**src/rtl/arm_alu_mc.sv**
```systemverilog
// Multi-cycle ALU: single-cycle arithmetic/shift ops plus an iterative shift-add multiplier,
// with a registered result, NZCV flags and a start/busy/done handshake.
module arm_alu_mc #(
   parameter int WIDTH  = 16,
   parameter int MUL_EN = 1
) (
   input  logic             clk,
   input  logic             reset,
   input  logic             start,
   input  logic [2:0]       op,
   input  logic             cin,
   input  logic [WIDTH-1:0] rd_data,
   input  logic [WIDTH-1:0] rs_data,
   output logic             busy,
   output logic             done,
   output logic             wen,
   output logic [WIDTH-1:0] d_out,
   output logic [3:0]       flags
);

   localparam int CNT_W = $clog2(WIDTH) + 1;

   localparam logic [2:0] OP_ADD  = 3'b000;
   localparam logic [2:0] OP_SUB  = 3'b001;
   localparam logic [2:0] OP_MOV  = 3'b010;
   localparam logic [2:0] OP_LSR  = 3'b011;
   localparam logic [2:0] OP_DEC  = 3'b100;
   localparam logic [2:0] OP_MUL  = 3'b101;
   localparam logic [2:0] OP_LSL  = 3'b110;
   localparam logic [2:0] OP_PASS = 3'b111;

   typedef enum logic {IDLE = 1'b0, MUL = 1'b1} state_t;

   state_t                 state;
   logic [WIDTH-1:0]       add_a;
   logic [WIDTH-1:0]       add_b;
   logic                   add_ci;
   logic [WIDTH:0]         add_sum;
   logic [WIDTH-1:0]       sc_res;
   logic                   sc_c;
   logic                   sc_v;
   logic [2*WIDTH-1:0]     mcand;
   logic [2*WIDTH-1:0]     acc;
   logic [2*WIDTH-1:0]     acc_nxt;
   logic [WIDTH-1:0]       mplier;
   logic [CNT_W-1:0]       cnt;
   logic                   accept;
   logic                   accept_mul;

   // Two's-complement overflow: operands agree in sign, sum disagrees.
   function automatic logic add_ovf(input logic signed [WIDTH-1:0] a,
                                    input logic signed [WIDTH-1:0] b,
                                    input logic signed [WIDTH-1:0] s);
      return (a[WIDTH-1] == b[WIDTH-1]) && (s[WIDTH-1] != a[WIDTH-1]);
   endfunction

   function automatic logic is_zero(input logic [WIDTH-1:0] v);
      return (v == '0);
   endfunction

   // Shared adder: sub is rd + ~rs + 1, mov is rs + cin, dec is rs + all-ones.
   always_comb begin
      add_a  = rd_data;
      add_b  = rs_data;
      add_ci = 1'b0;
      case (op)
         OP_SUB: begin
            add_b  = ~rs_data;
            add_ci = 1'b1;
         end
         OP_MOV: begin
            add_a  = rs_data;
            add_b  = '0;
            add_ci = cin;
         end
         OP_DEC: begin
            add_a = rs_data;
            add_b = '1;
         end
         default: ;
      endcase
      add_sum = {1'b0, add_a} + {1'b0, add_b} + {{WIDTH{1'b0}}, add_ci};
   end

   always_comb begin
      sc_res = add_sum[WIDTH-1:0];
      sc_c   = add_sum[WIDTH];
      sc_v   = add_ovf($signed(add_a), $signed(add_b), $signed(add_sum[WIDTH-1:0]));
      case (op)
         OP_LSR: begin
            sc_res = {1'b0, rs_data[WIDTH-1:1]};
            sc_c   = rs_data[0];
            sc_v   = 1'b0;
         end
         OP_LSL: begin
            sc_res = {rs_data[WIDTH-2:0], 1'b0};
            sc_c   = rs_data[WIDTH-1];
            sc_v   = 1'b0;
         end
         // mul only reaches here when the multiplier is disabled: plain pass of rd
         OP_MUL, OP_PASS: begin
            sc_res = rd_data;
            sc_c   = 1'b0;
            sc_v   = 1'b0;
         end
         default: ;
      endcase
   end

   assign accept     = (state == IDLE) && start;
   assign accept_mul = accept && (op == OP_MUL) && (MUL_EN != 0);
   assign acc_nxt    = mplier[0] ? (acc + mcand) : acc;
   assign wen        = done;

   // Multiplier operand shifters carry no reset; they are reloaded on every accepted mul.
   always_ff @(posedge clk) begin
      if (accept_mul) begin
         mcand  <= {{WIDTH{1'b0}}, rd_data};
         mplier <= rs_data;
      end else if (state == MUL) begin
         mcand  <= mcand << 1;
         mplier <= mplier >> 1;
      end
   end

   always_ff @(posedge clk) begin
      if (reset) begin
         state <= IDLE;
         busy  <= 1'b0;
         done  <= 1'b0;
         d_out <= '0;
         flags <= 4'b0000;
         cnt   <= '0;
         acc   <= '0;
      end else begin
         done <= 1'b0;
         case (state)
            IDLE: begin
               if (accept_mul) begin
                  acc   <= '0;
                  cnt   <= CNT_W'(WIDTH);
                  state <= MUL;
                  busy  <= 1'b1;
               end else if (accept) begin
                  d_out <= sc_res;
                  flags <= {sc_res[WIDTH-1], is_zero(sc_res), sc_c, sc_v};
                  done  <= 1'b1;
               end
            end
            MUL: begin
               acc <= acc_nxt;
               cnt <= cnt - 1'b1;
               if (cnt == CNT_W'(1)) begin
                  d_out <= acc_nxt[WIDTH-1:0];
                  flags <= {acc_nxt[WIDTH-1], is_zero(acc_nxt[WIDTH-1:0]), 1'b0,
                            |acc_nxt[2*WIDTH-1:WIDTH]};
                  done  <= 1'b1;
                  busy  <= 1'b0;
                  state <= IDLE;
               end
            end
            default: state <= IDLE;
         endcase
      end
   end

endmodule

```
**config.mk**
```make
export PLATFORM = sky130hd
export DESIGN_NAME = arm_alu_mc
export DESIGN_NICKNAME = d
export VERILOG_FILES = /design/src/rtl/arm_alu_mc.sv
export SDC_FILE = /design/constraint.sdc
export NUM_CORES = 1
export LEC_CHECK = 0
export CORE_ASPECT_RATIO = 1.5
export CORE_MARGIN = 2
export CORE_UTILIZATION = 30
export CTS_BUF_LIST = sky130_fd_sc_hd__clkbuf_4 sky130_fd_sc_hd__clkbuf_8
export DETAILED_ROUTE_END_ITERATION = 10
export SLEW_MARGIN = 0
export SYNTH_ARGS = -nofsm -noshare
export SYNTH_HDL_FRONTEND = slang
export SYNTH_SLANG_ARGS = --single-unit
```
**constraint.sdc**
```tcl
create_clock -name clk -period 6.15 [get_ports clk]
set_clock_uncertainty 0.2 [all_clocks]
set_input_delay 0.9225 -clock clk [delete_from_list [all_inputs] [get_ports clk]]
set_output_delay 0.9225 -clock clk [all_outputs]
set_load 0.05 [all_outputs]
```
# Yosys cells after proc, flatten, opt, wreduce, memory -nomap -nowiden
# Cells that the tools add are included.
# word_totals
elab_cells	75
register_bits	108
output_inout_bits	23
input_bits	39
# op_classes
addsub	4
mux	33
reduce_logical	12
bitwise_logic	2
n_eq_ne	14
# op_table
cell	count
2-to-1 mux 16 bit	8
one-hot mux 16 bit (3 select lines)	2
2-to-1 mux 32 bit	2
one-hot mux 32 bit (2 select lines)	1
adder 32 bit	1
logical NOT 16 bit	2
one-hot mux 16 bit (2 select lines)	1
adder 16 x 16 -> 17 bit	1
adder 17 x 1 -> 17 bit	1
NOT 16 bit	1
OR reduction 16 bit	1
equality test 3 bit, second input constant	4
2-to-1 mux 4 bit	3
one-hot mux 5 bit (2 select lines)	1
2-to-1 mux 1 bit	8
one-hot mux 1 bit (2 select lines)	4
one-hot mux 4 bit (2 select lines)	1
equality test 3 x 2 -> 1 bit, second input constant	2
inequality test 2 bit, second input constant	3
equality test 5 x 1 -> 1 bit, second input constant	1
2-to-1 mux 5 bit	1
subtractor 5 x 1 -> 5 bit, second input constant	1
OR reduction 2 bit	2
OR reduction 4 bit	1
other kinds (10)	12

# Longest topological paths before layout
# Gate-level depths: netlist (run 1).
# logic_depth
word_depth	11
ltp_mapped	18
ltp_nobuf	16

# Least setup slack after synthesis (run 1)
# Ideal clock, no wire load.
# synth_timing
path_kind	input -> register
start	input port op[0]
end	register d_out[15]
setup_ns	0.070
stages	16
path_slack_ns	1.209
path_buffers	3
t_required_ns	5.880
arrival_time_ns	4.671
path_cell_list	clkbuf_1 clkbuf_1 nor2_1 clkbuf_1 mux2_2 ha_1 a21o_1 a21o_1 a221o_1 a31oi_2 o21ai_1 a21oi_2 xnor2_1 a221o_1 o21a_1 a21oi_1
# synth_via
elab_chain_len	9
word_cells_on_any_way	21
cone_classes	2 x add/sub; 8 x eq/ne; 7 x mux; 4 x reduce/logical
# synth_rtl
element	line	rtl
start: declaration	10	input logic [2:0] op,
equality test 3 x 2 -> 1 bit / equality test 3 bit (equally long branches)	66	case (op)
OR reduction 2 bit (no source line)	n/a	
2-to-1 mux 16 bit	66	
adder 16 x 16 -> 17 bit	82	add_sum = {1'b0, add_a} + {1'b0, add_b} + {{WIDTH{1'b0}}, add_ci};
adder 17 x 1 -> 17 bit	82	
one-hot mux 16 bit (3 select lines)	89	case (op)
2-to-1 mux 16 bit	144	end else if (accept) begin
2-to-1 mux 16 bit	139	if (accept_mul) begin
one-hot mux 16 bit (2 select lines)	137	case (state)
end signal: assignment	145	d_out <= sc_res;
end signal: assignment	154	d_out <= acc_nxt[WIDTH-1:0];
end: declaration	17	output logic [WIDTH-1:0] d_out,
# Several ways; a longest one is shown, not always the timed one. The select of a mux whose other input is x is not followed.
# A chain may end at the register's enable or synchronous reset.

# Final worst setup path (run 1)
# layout_timing
start	input port op[1]
end	register flags[2]
# layout_via
elab_chain_len	10
word_cells_on_any_way	22
cone_classes	2 x add/sub; 8 x eq/ne; 7 x mux; 5 x reduce/logical
# layout_rtl
element	line	rtl
equality test 3 x 2 -> 1 bit / equality test 3 bit (equally long branches)	66	
OR reduction 2 bit (no source line)	n/a	
2-to-1 mux 16 bit	66	
adder 16 x 16 -> 17 bit	82	
adder 17 x 1 -> 17 bit	82	
one-hot mux 16 bit (3 select lines)	89	
logical NOT 16 bit	58	return (v == '0);
2-to-1 mux 4 bit	144	
2-to-1 mux 4 bit	139	
one-hot mux 4 bit (2 select lines)	137	
end signal: assignment	146	flags <= {sc_res[WIDTH-1], is_zero(sc_res), sc_c, sc_v};
end signal: assignment	155	flags <= {acc_nxt[WIDTH-1], is_zero(acc_nxt[WIDTH-1:0]), 1'b0,
end: declaration	18	output logic [3:0] flags
# Several ways; a longest one is shown, not always the timed one. The select of a mux whose other input is x is not followed.

==> results of run 1 <==
## worst max-delay path: cells and delay by family
family                     cells  cell delay (ns)
and+or+nand+nor                5             1.76
AOI/OAI and AO/OA              7             1.27
adders and majority gates      2             0.91
buffers and inverters          1             0.59
## through the flow
step | total power, uW | cell area (sq um) | std cells
CTS | 1950 | 9144 | 1393
floorplan | 1287 | 8045 | 1025
global placement | 1506 | 8952 | 1377
finish | 1942 | 9146 | 1394
global route | 2042 | 9144 | 1393
detailed placement | 1509 | 8952 | 1377
## worst paths after layout
path | start | to | cells past startpoint
max | op[1] | flags[2] | 15
min | d_out[11] | d_out[11] | 2
max reg2reg | mcand[0] | flags[0] | 12
min reg2reg | d_out[11] | d_out[11] | 2
## kinds of logic after synthesis
group	share of synthesized area [%]
compound gates	24.99
xor+xnor	4.681
fa+ha+maj	8.336
buf+inv	3.872
flops	30.61
mux	6.890
simple gates	20.62
## area by class of cell
type	count	area [sq um]
Antenna cell	1	2.502
Clock buffer	9	123.9
Clock inverter	7	67.56
Fill cell	2879	17340
Inverter	21	78.83
Multi-Input combinational cell	837	5278
Sequential cell	107	2464
Tap cell	337	421.7
Timing Repair Buffer	75	710.7
## power by group
part           leakage (uW)  internal (uW)  total, uW  switching [uW]
Combinational       0.00259            262        677             415
Sequential         0.000904            778        821            42.9
Clock             0.0000954            158        444             286
## registers in the layout, summed over array words and instances, names as in the netlist, 3 cells and up
signal  flops
cnt         5
flags       3
mcand      32
acc        32
d_out      16
mplier     16
## layer usage
layer	vias to the layer above	GRT usage, %
met5	-	0
met4	0	11.84
met3	107	2.772
li1	3766	-
met2	261	36.39
met1	3726	22.06
## cell usage in the layout (no fill, tap or decap), types with 11 or more instances in the layout
cell type        netlist  routed
nor3_1                15      15
ha_1                  48      48
xor2_1                20      20
nand3_1               27      26
a21oi_1               89      89
buf_4                  2      14
a31oi_1               11      11
a21o_1                15      15
dfxtp_1               75      74
inv_1                 19      19
xnor2_1               23      23
o21ai_0               71      71
nor2_1                77      77
mux2_2                27      27
o211ai_1              23      23
clkdlybuf4s50_1        0      60
edfxtp_1              32      32
mux2i_1               25      25
nor2b_1               15      15
nand2_1              185     185
==> flow_summary.json, run 1 <==
{
  "vias": 7860,
  "grt-ovfl-total": 0,
  "grt_start_max_net_pins": 54,
  "grt_pass1_wl_microns": 43370,
  "numCtsBuffers": 9,
  "worstSetupPathType": "input port to flip-flop",
  "grt_antenna_before_repair": 1,
  "synth.most_common_cell": "nand2_1",
  "fin_crit_sh_pct": 87.20,
  "outcome": "finished clean",
  "ys_types": 66,
  "crit_required_ns": 6.26,
  "finalWeightedCongestion": 0.9666,
  "p_leak_uw": 0.003591,
  "setup_viol": 0,
  "slew_violations": 0,
  "tns_ns": 0,
  "setup_slack_ns": 0.7871,
  "yosys.area.top_type_share_pct": 18.66,
  "hp-class": "flip-flop to flip-flop",
  "wl_met1_microns": 10580,
  "clk_latency_ns": 0.41,
  "fin_util_pct": 34.53,
  "gr-usage-all-layers_pct": 20.15,
  "routedWlPerCell_microns": 20.00,
  "synth_edf_count": 32,
  "initial_core_util_pct": 30.37,
  "die_area_sq_um": 28170,
  "post-dp-hpwl_microns": 21290,
  "power.density_nw_per_um2": 212.3,
  "ant_nets": 0,
  "io_buffer_count": 61,
  "ys_warn_count": 0,
  "drive_gt1_share_pct": 6.913,
  "ir_drop_mv": 0.1041,
  "timing.critical_path.slowest_stage_cell": "nor2_1",
  "layout.nets": 1141,
  "worstMarginPinSlew_ns": 1.061,
  "period_needed_ns": 5.363,
  "rows": 73,
  "drc": 0,
  "holdBufCountCts": 0,
  "wl_met3_microns": 1292,
  "syn_avg_cell_area_sq_um": 7.849,
  "cp_max_fo": 15,
  "syn_nets": 1115,
  "startpoint_type": "input port",
  "top_layer": "met4",
  "area_growth_syn_to_layout_pct": 13.69,
  "cts.repair.resized": 0,
  "clockBufferDepth": 2,
  "maxSlewHeadroom_pct": 29.18,
  "netlist_top_cells_count": "nand2_1, a21oi_1, nor2_1",
  "ys_top_cells_by_area": "dfxtp_1, edfxtp_1, nand2_1",
  "cts_tree": "built",
  "core-area_sq_um": 26490,
  "fp.dieH_microns": 204.6,
  "first_iter_violations": 490,
  "rsz0062_at_grt": "no",
  "seq_area_frac_synth_pct": 30.61,
  "async_flop_share_pct": 0,
  "yosysTopAreaCell": "dfxtp_1",
  "ios": 62,
  "path_clk_slew_ns": 0.11,
  "drtPass1Iterations": 5,
  "cts-root-buf": "clkbuf_8",
  "path_cells": "clkdlybuf4s50_1 > nor2b_1 > nor2_1 > a21oi_1 > fa_1 > fa_1 > nor2b_1 > o21ai_0 > a21boi_0 > o21ai_0 > a21oi_1 > a31oi_1 > or3_1 > and3_1 > o31ai_1",
  "arrival_ns": 5.47,
  "htree_levels": 3,
  "wl_met2_microns": 14260,
  "first_global_vias": 7867,
  "whs_ns": 0.2582,
  "slowest_delay_ns": 0.78,
  "synth_area_sq_um": 8045,
  "end_kind": "flip-flop",
  "post_cts_buffers": 0,
  "cap_viol_max_count": 0,
  "ys_ff_latch": 107,
  "ys.flop_type": "dfxtp_1",
  "synth_cells": 1025,
  "fmax_mhz": 186.5,
  "r2r_setup_slack_ns": 2.39,
  "cts_sinks": 107,
  "viasPerCell": 5.638,
  "routed_wl_microns": 27880,
  "dp_slack_ns": 0.3702,
  "hold_viol": 0,
  "die_x_microns": 137.7
}
No activity file was read; power rests on OpenSTA's default activity.
==> inputs of run 2 (changes only) <==
- DONT_BUFFER_PORTS: unset -> 1
==> run 2 against run 1 <==
Global-route usage decreased by 1.3 points. Total power decreased by 4.4%. Final cell count down 4.8%. Sequential power grew 6.6%. Fmax increased by 14%. Worst setup slack improved by 0.65 ns. Sequential share of layout area is 2.0 points higher. First-iteration DRC count grew 2.4%. Critical path type unchanged. Largest power group unchanged. Highest routed layer unchanged.
==> flow_summary.json, run 2 (synthesis gave the netlist of run 1 again) <==
{
  "slew_violations": 0,
  "worstSetupPathType": "input port to flip-flop",
  "finalWeightedCongestion": 0.9566,
  "vias": 7449,
  "worstMarginPinSlew_ns": 1.254,
  "cts_sinks": 107,
  "hp-class": "flip-flop to flip-flop",
  "fmax_mhz": 212.4,
  "grt_antenna_before_repair": 0,
  "gr-usage-all-layers_pct": 18.88,
  "power.density_nw_per_um2": 218.4,
  "startpoint_type": "input port",
  "reg2reg_from": "mcand[0]",
  "final_area_sq_um": 8502,
  "fin_crit_sh_pct": 76.57,
  "holdPathEnd": "acc[6]",
  "layout.nets": 1075,
  "placedCellCount": 1311,
  "grt_start_max_net_pins": 55,
  "arrival_ns": 4.86,
  "postPlaceCellArea_sq_um": 8309,
  "cap_viol_max_count": 0,
  "antenna_cells": 0,
  "die_x_microns": 137.7,
  "drive_gt1_share_pct": 6.667,
  "clockBufferDepth": 2,
  "setup_viol": 0,
  "hold_viol": 0,
  "period_needed_ns": 4.709,
  "routed_wl_microns": 26370,
  "io_buffer_count": 0,
  "htree_levels": 3,
  "cp_max_fo": 15,
  "top_regs": "acc (32), mcand (32)",
  "cts-root-buf": "clkbuf_8",
  "viasPerCell": 5.613,
  "ios": 62,
  "reg2reg_to": "flags[0]",
  "ir_drop_mv": 0.1216,
  "cts_tree": "built",
  "routedWlPerCell_microns": 19.87,
  "area_growth_syn_to_layout_pct": 5.676,
  "reg2regPathDepth": 12,
  "fin_util_pct": 32.10,
  "cts.repair.resized": 0,
  "die_area_sq_um": 28170,
  "final_cells": 1327,
  "outcome": "finished clean",
  "tns_ns": 0,
  "grt-ovfl-total": 0,
  "fp.dieH_microns": 204.6,
  "holdBufCountCts": 0,
  "numCtsBuffers": 9,
  "first_global_vias": 7403,
  "first_iter_violations": 502,
  "post_cts_buffers": 0,
  "drc": 0,
  "hp-start": "acc[6]",
  "path_clk_slew_ns": 0.13,
  "rsz0062_at_grt": "no",
  "final_cell_mix": "nand2_1, a21oi_1, nor2_1, dfxtp_1, o21ai_0",
  "maxSlewHeadroom_pct": 16.29,
  "end_kind": "flip-flop",
  "r2r_setup_slack_ns": 2.36,
  "initial_core_util_pct": 30.37,
  "rows": 73,
  "core-area_sq_um": 26490,
  "hold_depth": 2,
  "clk_latency_ns": 0.42,
  "ant_nets": 0,
  "p_leak_uw": 0.003340,
  "drtPass1Iterations": 5,
  "layout_commonest_cell": "nand2_1",
  "crit_required_ns": 6.30,
  "total_power_uw": 1857,
  "post-dp-hpwl_microns": 19770,
  "grt_pass1_wl_microns": 41060
}
==> run 2: critical path, cell delays in order <==
cell and delay, ns:
nor2b_1 0.20, nor2_1 0.74, a21oi_1 0.21, fa_1 0.47, fa_1 0.42, nor2b_1 0.14
o21ai_0 0.11, a21boi_0 0.20, o21ai_0 0.21, a21oi_1 0.27, xnor2_1 0.09, a221oi_1 0.50
a211o_1 0.20, o21ai_0 0.07, nor2_1 0.10
==> run 2: layout make-up <==
class                   instances  area, sq um
fillers                      2857        17990
multi-input cells             837         5278
flip-flops and latches        107         2464
well taps                     337        421.7
clock buffers                   9        123.9
inverters                      21        78.83
clock inverters                 7        68.82
repair buffers                  9        67.56
==> run 2: per-layer routing <==
layer,GRT usage (%),vias to the layer above,share of wire [%]
met1,20.69,3463,39
met4,10.39,0,6.0
met5,0,-,0
met3,4.207,86,6.1
met2,33.24,256,49
li1,-,3644,-
==> run 2: where the power goes <==
part           leakage (uW)  total, uW  switching, uW  internal, uW
sequential         0.000904        875           96.6           779
clock             0.0000984        456            296           159
combinational       0.00234        526            311           215
total               0.00334       1860            704          1150
==> run 2: how the worst max path moves through the flow <==
stage | startpoint | slack (ns) | cells after the start | to
6_report | op[1] | 1.44 | 15 | d_out[8]
5_1_grt | op[1] | 1.11 | 14 | flags[2]
4_1_cts | op[1] | 1.51 | 14 | flags[2]
3_5_place_dp | op[1] | 1.08 | 14 | flags[2]
3_3_place_gp | op[1] | 1.17 | 14 | flags[2]
2_1_floorplan | op[0] | 1.21 | 16 | d_out[15]
==> run 2: per-stage QoR <==
| step | setup WS, ns | hold WS [ns] |
|---|---|---|
| 2_1_floorplan | 1.209 | 0.2462 |
| 3_3_place_gp | 1.166 | 0.2550 |
| 3_5_place_dp | 1.082 | 0.2589 |
| 4_1_cts | 1.510 | 0.2759 |
| 5_1_grt | 1.114 | 0.2963 |
| 6_report | 1.441 | 0.2742 |
==> inputs of run 3 (changes only) <==
- clock period: 6.15 -> 3.9 ns (I/O delays scaled with it)
==> run 3 against run 2 <==
Global-route usage is 0.20 points higher. Sequential cell count is the same. Sequential power increased by 58%. First-iteration DRC count down 1.4%. Register-to-register slack worse by 2.2 ns. Sequential share of layout area shrank 1.3 points. Via count is 1.6% higher. Total power increased by 63%.
==> flow_summary.json, run 3 (synthesis gave the netlist of run 1 again) <==
{
  "reg2reg_from": "mcand[0]",
  "reg2reg_to": "flags[2]",
  "drc": 0,
  "path_buf_inv": 0,
  "period_needed_ns": 3.739,
  "htree_levels": 3,
  "first_iter_violations": 495,
  "vias": 7569,
  "timing.critical_path.slowest_stage_cell": "nor4_1",
  "fin_crit_sh_pct": 95.88,
  "crit_family": "compound AO/OA/AOI/OAI gates",
  "postPlaceCellArea_sq_um": 8701,
  "worstSetupPathType": "flip-flop to flip-flop",
  "nFillCells": 2790,
  "io_buffer_count": 0,
  "first_global_vias": 7599,
  "rows": 73,
  "power.share.sequential_pct": 45.5,
  "finalWeightedCongestion": 0.9166,
  "cp_num_cells": 12,
  "comb_power_share_pct": 29.9,
  "viasPerCell": 5.553,
  "hold_depth": 1,
  "routed_wl_microns": 25960,
  "arrival_ns": 3.84,
  "pwr-share-clk_pct": 24.6,
  "grt_start_max_net_pins": 64,
  "hold_viol": 0,
  "routedWlPerCell_microns": 19.05,
  "fmax_mhz": 267.4,
  "power.density_nw_per_um2": 340.0,
  "cts_sinks": 107,
  "fp.dieH_microns": 204.6,
  "switchingPower_uw": 1078,
  "grt_pass1_wl_microns": 41660,
  "clk_latency_ns": 0.40,
  "path_clk_slew_ns": 0.11,
  "initial_core_util_pct": 30.37,
  "core-area_sq_um": 26490,
  "maxSlewHeadroom_pct": 31.38,
  "cts_tree": "built",
  "slew_violations": 0,
  "top_regs": "acc (32), mcand (32)",
  "reg2regPathDepth": 12,
  "layout_commonest_cell": "nand2_1",
  "outcome": "finished clean",
  "grt-ovfl-total": 0,
  "layout.nets": 1111,
  "die_area_sq_um": 28170,
  "hp-start": "reset",
  "whs_ns": 0.04452,
  "intPower_uw": 1954,
  "final_cell_mix": "nand2_1, a21oi_1, nor2_1, dfxtp_1, o21ai_0",
  "hp-class": "input port to flip-flop",
  "startpoint_type": "flip-flop",
  "ant_nets": 0,
  "crit_required_ns": 4.00,
  "ir_drop_mv": 0.1427,
  "end_kind": "flip-flop",
  "drtPass1Iterations": 5,
  "rsz0062_at_grt": "no",
  "antenna_cells": 0,
  "numCtsBuffers": 9,
  "final_area_sq_um": 8916,
  "area_growth_syn_to_layout_pct": 10.82,
  "path_cells": "ha_1 > fa_1 > a21o_1 > a31o_2 > a21o_1 > a211oi_1 > o31ai_1 > nor4_1 > nand4_1 > nor4_1 > a32oi_1 > o31ai_1",
  "post-dp-hpwl_microns": 19520,
  "drive_gt1_share_pct": 11.60,
  "cts-root-buf": "clkbuf_8",
  "clockBufferDepth": 2,
  "holdPathEnd": "state",
  "cap_viol_max_count": 0,
  "die_x_microns": 137.7,
  "ios": 62,
  "grt_antenna_before_repair": 0,
  "slowest_delay_ns": 0.45,
  "gr-usage-all-layers_pct": 19.07,
  "r2r_setup_slack_ns": 0.16,
  "cp_max_fo": 3,
  "p_leak_uw": 0.003554,
  "worstMarginPinSlew_ns": 1.028,
  "holdBufCountCts": 0,
  "setup_viol": 0,
  "swShare_pct": 35.56
}
## run 3: worst max-delay path by stage
stage / from / end / slack, ns
finish: mcand[0] / flags[2] / 0.16
global placement: op[2] / d_out[9] / -0.11
global route: mcand[0] / flags[0] / 0.01
floorplan: op[0] / d_out[13] / -0.03
CTS: mcand[0] / flags[0] / 0.15
detailed placement: op[2] / d_out[14] / -0.14
## run 3: layout make-up
class | instances | area (sq um) | share of cell area [%]
tap | 337 | 421.7 | 4.729
sequential | 107 | 2464 | 27.63
inverter | 21 | 78.83 | 0.8841
clock buffer | 10 | 137.6 | 1.544
timing repair buffer | 45 | 337.8 | 3.789
multi-input combinational | 837 | 5405 | 60.62
clock inverter | 6 | 71.32 | 0.7999
## run 3: metal layers
layer	global-route usage, %	vias to the layer above	part of all wire (%)
met2	35.07	207	53
met4	7.799	0	3.5
met5	0	-	0
li1	-	3727	-
met3	3.044	53	4.2
met1	21.52	3582	39
## run 3: timing repair
item | CTS | global route
setup endpoints to repair | 0 | 1
resized for setup | 0 | 1
buffers inserted | 0 | 0
hold endpoints to repair | 0 | 0
## run 3: stage by stage
| step | std cells | util [%] | setup slack, ns | total power [uW] | TNS (ns) |
|---|---|---|---|---|---|
| final | 1363 | 33.66 | 0.1607 | 3032 | 0 |
| after CTS | 1363 | 33.64 | 0.1547 | 3054 | 0 |
| after detailed placement | 1347 | 32.85 | -0.1430 | 2306 | -0.6395 |
| after global routing | 1363 | 33.66 | 0.009599 | 3207 | 0 |
| after global placement | 1347 | 32.85 | -0.1110 | 2295 | -0.3499 |
| after floorplan | 1025 | - | -0.02776 | 2072 | -0.05901 |
## run 3: power by group through the flow
stage	registers [uW]	logic (uW)	clock network, uW
6_report	1380	907	747
5_1_grt	1390	1010	806
4_1_cts	1380	905	768
3_5_place_dp	1410	900	0
3_3_place_gp	1410	889	0
2_1_floorplan	1370	702	0
